$ cat config.mk
export PLATFORM = sky130hd
export DESIGN_NAME = apb_cmd_fifo_flat
export DESIGN_NICKNAME = d
export VERILOG_FILES = /design/src/rtl/apb_cmd_fifo_if.sv /design/src/rtl/apb_cmd_fifo.sv /design/src/flat_wrapper.sv
export SDC_FILE = /design/constraint.sdc
export NUM_CORES = 1
export LEC_CHECK = 0
export ABC_CLOCK_PERIOD_IN_PS = 11200
export CORE_ASPECT_RATIO = 0.9
export CORE_MARGIN = 4
export CORE_UTILIZATION = 54
export DETAILED_ROUTE_END_ITERATION = 8
export PLACE_DENSITY = 0.75
export SLEW_MARGIN = 20
export SYNTH_ARGS = -nofsm -noshare
export SYNTH_HDL_FRONTEND = slang
export SYNTH_SLANG_ARGS = --single-unit
$ cat constraint.sdc
create_clock -name clk -period 11.2 [get_ports clk]
set_clock_uncertainty 0.15 [all_clocks]
set_input_delay 2.24 -clock clk [delete_from_list [all_inputs] [get_ports clk]]
set_output_delay 2.24 -clock clk [all_outputs]
set_load 0.05 [all_outputs]
$ cat src/rtl/apb_cmd_fifo_if.sv
// rtl/apb_cmd_fifo_if.sv - producer, consumer and status signals of the APB command FIFO
interface apb_cmd_fifo_if #(
  parameter int DATA_WIDTH = 32,
  parameter int ADDR_WIDTH = 12,
  parameter int DEPTH      = 4,
  localparam int CMD_WIDTH = DATA_WIDTH + ADDR_WIDTH + 1,
  localparam int CNT_WIDTH = $clog2(DEPTH) + 1
);
  logic [CMD_WIDTH-1:0] s_cmd;
  logic                 s_vld;
  logic                 s_rdy;
  logic                 en;
  logic [CMD_WIDTH-1:0] cmd_in;
  logic                 cmd_vld;
  logic                 cmd_rdy;
  logic                 transfer;
  logic [CNT_WIDTH-1:0] count;
  logic                 full;
  logic                 empty;

  modport master (
    output s_cmd, s_vld, en, cmd_rdy,
    input  s_rdy, cmd_in, cmd_vld, transfer, count, full, empty
  );

  modport slave (
    input  s_cmd, s_vld, en, cmd_rdy,
    output s_rdy, cmd_in, cmd_vld, transfer, count, full, empty
  );
endinterface

$ cat src/rtl/apb_cmd_fifo.sv
// rtl/apb_cmd_fifo.sv - show-ahead command FIFO feeding the APB master
module apb_cmd_fifo #(
  parameter int DATA_WIDTH = 32,
  parameter int ADDR_WIDTH = 12,
  parameter int DEPTH      = 4,
  localparam int CMD_WIDTH = DATA_WIDTH + ADDR_WIDTH + 1
) (
  input  logic               clk,
  input  logic               rst,
  apb_cmd_fifo_if.slave      bus
);
  localparam int AW    = $clog2(DEPTH);
  localparam int PTR_W = AW + 1;

  logic [PTR_W-1:0]     wr_ptr_q, wr_ptr_d;
  logic [PTR_W-1:0]     rd_ptr_q, rd_ptr_d;
  logic [CMD_WIDTH-1:0] mem_q [DEPTH];
  logic                 full, empty, push, pop;

  // Extra pointer MSB distinguishes full from empty when the low bits match.
  always_comb begin
    full     = (wr_ptr_q[PTR_W-1] != rd_ptr_q[PTR_W-1]) &&
               (wr_ptr_q[AW-1:0] == rd_ptr_q[AW-1:0]);
    empty    = (wr_ptr_q == rd_ptr_q);
    push     = bus.s_vld && !full;
    pop      = !empty && bus.cmd_rdy;
    wr_ptr_d = wr_ptr_q + {{(PTR_W-1){1'b0}}, push};
    rd_ptr_d = rd_ptr_q + {{(PTR_W-1){1'b0}}, pop};
  end

  always_ff @(posedge clk) begin
    if (rst) begin
      wr_ptr_q <= '0;
      rd_ptr_q <= '0;
    end else begin
      wr_ptr_q <= wr_ptr_d;
      rd_ptr_q <= rd_ptr_d;
    end
  end

  // Storage is deliberately left uncleared; the pointers alone define validity.
  always_ff @(posedge clk) begin
    if (push) begin
      mem_q[wr_ptr_q[AW-1:0]] <= bus.s_cmd;
    end
  end

  always_comb begin
    bus.s_rdy    = !full;
    bus.cmd_vld  = !empty;
    bus.cmd_in   = empty ? '0 : mem_q[rd_ptr_q[AW-1:0]];
    bus.transfer = bus.en && !empty;
    bus.count    = wr_ptr_q - rd_ptr_q;
    bus.full     = full;
    bus.empty    = empty;
  end
endmodule

$ cat src/flat_wrapper.sv
// flat-port wrapper written by rule: the top's interface ports become plain ports
module apb_cmd_fifo_flat 
#(
  parameter int DATA_WIDTH = 32,
  parameter int ADDR_WIDTH = 12,
  parameter int DEPTH      = 4,
  localparam int CMD_WIDTH = DATA_WIDTH + ADDR_WIDTH + 1
)
  (clk, rst, bus_s_cmd, bus_s_vld, bus_en, bus_cmd_rdy, bus_s_rdy, bus_cmd_in, bus_cmd_vld, bus_transfer, bus_count, bus_full, bus_empty);
  apb_cmd_fifo_if #(.DATA_WIDTH(DATA_WIDTH), .ADDR_WIDTH(ADDR_WIDTH), .DEPTH(DEPTH)) bus_i ();
  input  logic clk;
  input  logic rst;
  input wire logic [$bits(bus_i.s_cmd)-1:0] bus_s_cmd;
  input wire logic [$bits(bus_i.s_vld)-1:0] bus_s_vld;
  input wire logic [$bits(bus_i.en)-1:0] bus_en;
  input wire logic [$bits(bus_i.cmd_rdy)-1:0] bus_cmd_rdy;
  output wire logic [$bits(bus_i.s_rdy)-1:0] bus_s_rdy;
  output wire logic [$bits(bus_i.cmd_in)-1:0] bus_cmd_in;
  output wire logic [$bits(bus_i.cmd_vld)-1:0] bus_cmd_vld;
  output wire logic [$bits(bus_i.transfer)-1:0] bus_transfer;
  output wire logic [$bits(bus_i.count)-1:0] bus_count;
  output wire logic [$bits(bus_i.full)-1:0] bus_full;
  output wire logic [$bits(bus_i.empty)-1:0] bus_empty;
  assign bus_i.s_cmd = bus_s_cmd;
  assign bus_i.s_vld = bus_s_vld;
  assign bus_i.en = bus_en;
  assign bus_i.cmd_rdy = bus_cmd_rdy;
  assign bus_s_rdy = bus_i.s_rdy;
  assign bus_cmd_in = bus_i.cmd_in;
  assign bus_cmd_vld = bus_i.cmd_vld;
  assign bus_transfer = bus_i.transfer;
  assign bus_count = bus_i.count;
  assign bus_full = bus_i.full;
  assign bus_empty = bus_i.empty;
  apb_cmd_fifo #(.DATA_WIDTH(DATA_WIDTH), .ADDR_WIDTH(ADDR_WIDTH), .DEPTH(DEPTH)) u_core (.clk(clk), .rst(rst), .bus(bus_i));
endmodule
==> flow_summary.ini <==
[grt]
number_of_global_route_vias_before_repair = 3725
met1_usage = 0.2672
largest_net_degree_at_the_start_of_global_routing = 57
groute.usage.overall = 0.1783
global_route.usage.met3 = 0.05603
grt_most_used_layer = met1
global_route_wire_length_before_repair_um = 20420
met2_usage = 0.2618
globalRouteOverflowTotal = 0
number_of_antenna_violations_at_the_first_check_in_global_routing = 0

[logic_synthesis]
yosys.area_share.adder = 0.01301
synth.area.mux_share = 0.1386
synthSimpleGateAreaFrac = 0.008044
synth_top_family_by_area = multiplexers
yosys-top-cells-area = sky130_fd_sc_hd__edfxtp_1 74%, sky130_fd_sc_hd__mux4_2 14%, sky130_fd_sc_hd__a21boi_1 4.8%, sky130_fd_sc_hd__dfxtp_1 1.6%, sky130_fd_sc_hd__buf_12 1.1%
post_synth.cell_area_avg_um2 = 21.95
synth_top_area_cell = sky130_fd_sc_hd__edfxtp_1
seq_area_frac_synth = 0.7558
post_synthesis_cell_area_um2 = 7311
ys_ff_latch = 186
synth.top_cell.area_share = 0.7393
post_synth_xor_area_fraction = 0.005990
synth_nets = 390
synth.yosys.warnings = 0
synth.distinct_cells = 19
postSynthCellCount = 333
synth-compound-area-share = 0.05374

[worst_setup_path]
reg2regPathDepth = 4
critPathRequiredTime_ns = 8.81
cp-end-kind = output port
ff_to_ff_end = u_core.mem_q[3][15]
r2r_setup_slack_ns = 8.00
cp-start-kind = input pin
timing.critical_path.arrival_ns = 3.71
r2r-start = u_core.rd_ptr_q[0]
criticalPathCategory = in -> out
crit_path_max_fanout = 1

[timing]
setup_total_negative_slack_ns = 0
timing.final.ws_setup_ns = 5.102
fmax_mhz = 164.0
final-max-slew-violation-count = 0
final_hold_viol_count = 0
finalSetupViolations = 0
worst-slew-pin-transition_ns = 0.9623
hold_ws_ns = 0.4497
period_needed_ns = 6.098
post-route-period-util = 0.5445
worst_slew_margin_rel = 0.3584
rsz_0062_raised_after_global_routing = no

[clock_tree]
cts_root_buffer = sky130_fd_sc_hd__clkbuf_16
cts.clk_slew.worst_paths_ns = 0.06
cts.hold.buffers_added = 0
cts_buffers = 17
post_cts.repair.setup_buffers = 0
max-clock-path-buffers = 2
cts.repair.resized = 0
cts_sinks = 186
tritoncts = done
worst_skew_pair.late_latency_ns = 0.40
clock_tree.htree_level_count = 4

[cells_and_area]
mostFrequentLayoutCells = 180 x sky130_fd_sc_hd__edfxtp_1, 102 x sky130_fd_sc_hd__clkdlybuf4s50_1, 47 x sky130_fd_sc_hd__a21boi_1
final_area_um2 = 9062
seq_area_um2 = 5530
final.fill_count = 862
finish.cell_count_without_fillers = 623
num-nets-final = 500
area_of_combinational_cells_with_multiple_inputs_um2 = 1639
drive_gt1_frac = 0.1912
antenna-diode-count = 0
area_growth_syn_to_layout_pct = 23.96
most_frequent_standard_cell_in_the_layout_excluding_fill_and_tap_cells = sky130_fd_sc_hd__edfxtp_1

[floorplan]
io_pins = 103
initial_utilization = 0.5492
die_area_um2 = 15470
die_width_um = 130.7
placement_rows = 40
dieHeight_um = 118.4
coreArea_um2 = 13310

[drt]
drc = 0
post_drt_wl_per_cell_um = 21.16
firstDrtPassIters = 4
ant_nets = 0
detail_route.wirelength_um = 13180
vias_post_dr = 3535
avgViaCountPerCell = 5.674
drtIter0Drc = 211

[pwr]
switching_power_w = 0.0006371
comb_power_share = 0.301
seq_power_share = 0.414
total_leakage_power_nw = 2.923
power.share.switching = 0.3155
internal_power_w = 0.001382
vdd.ir_drop.worst_mv = 0.1596
clkPwrFrac = 0.284
power_density_nw_per_um2 = 222.8

[run_status]
outcome = complete, no violations

[placed_design]
count_of_placed_standard_cells_including_taps = 592
port-buffer-count = 102
place_ws_ns = 5.101
placedInstanceArea_um2 = 8497
place.detailed.hpwl_um = 7553
gp_congestion = 0.7120

[min_path]
worstHoldPathCells = 2
holdCritStartpoint = u_core.rd_ptr_q[2]
min-delay-path-class = reg -> reg
worst_hold_path.endpoint = u_core.rd_ptr_q[2]

[run]
cap_violations = 0
-- metal layers --
metal | wire length [µm] | share of wire
met5 | 0 | 0
met4 | 30 | 0.0023
met3 | 792 | 0.060
met2 | 6324 | 0.48
met1 | 6033 | 0.46
-- per-stage QoR --
| step | util | total power [W] |
|---|---|---|
| final | 0.6807 | 0.002019 |
| after global routing | 0.6807 | 0.002097 |
| after CTS | 0.6806 | 0.002036 |
| after detailed placement | 0.6383 | 0.001465 |
| after global placement | 0.6383 | 0.001458 |
| after floorplan | - | 0.001288 |
-- cells by family after synthesis --
kind of cell | Yosys count
flip-flops | 186
AO/OA/AOI/OAI | 52
multiplexers | 45
buffers and inverters | 27
AND/OR/NAND/NOR | 11
adder cells (fa/ha/maj) | 7
XOR/XNOR | 5
-- how the worst max path moves through the flow --
stage | startpoint | end | slack [ns]
2_1_floorplan | bus_s_vld | u_core.mem_q[0][0] | 0.97
3_3_place_gp | bus_en | bus_transfer | 5.15
3_5_place_dp | bus_en | bus_transfer | 5.10
4_1_cts | u_core.rd_ptr_q[0] | bus_empty | 5.03
5_1_grt | bus_en | bus_transfer | 5.07
6_report | bus_en | bus_transfer | 5.10
-- final cells by class --
type | count | area share
clock buffer | 19 | 0.04777
clock inverter | 12 | 0.01450
inverter | 6 | 0.002485
multi-input combinational | 120 | 0.1809
sequential | 186 | 0.6102
tap | 168 | 0.02319
timing repair buffer | 112 | 0.1209
-- registers in the layout (all words and copies together) (netlist names) --
name and count:
u_core.mem_q 180, u_core.rd_ptr_q 3, u_core.wr_ptr_q 3
-- cell usage after synthesis, drive strengths merged --
| cell type | n |
|---|---|
| a21boi | 47 |
| a21oi | 1 |
| edfxtp | 180 |
| clkbuf | 10 |
| a2111oi | 4 |
| nor2 | 2 |
| dfxtp | 6 |
| ha | 6 |
| fa | 1 |
| xor2 | 1 |
| nor2b | 4 |
| inv | 6 |
| xnor2 | 4 |
| nand2 | 2 |
| buf | 11 |
| mux4 | 45 |
| and2 | 3 |
-- worst max-delay path, stage by stage --
cell                              delay [ns]
sky130_fd_sc_hd__clkdlybuf4s50_1        0.46
sky130_fd_sc_hd__a21boi_1               0.18
sky130_fd_sc_hd__clkdlybuf4s50_1        0.83
-- power by group through the flow --
stage | logic (W) | clock network, W | registers, W
4_1_cts | 0.000613 | 0.000584 | 0.000839
2_1_floorplan | 0.000459 | 0 | 0.000830
3_5_place_dp | 0.000611 | 0 | 0.000854
6_report | 0.000608 | 0.000574 | 0.000837
5_1_grt | 0.000637 | 0.000614 | 0.000845
3_3_place_gp | 0.000606 | 0 | 0.000852
No activity file was read; power rests on OpenSTA's default activity.
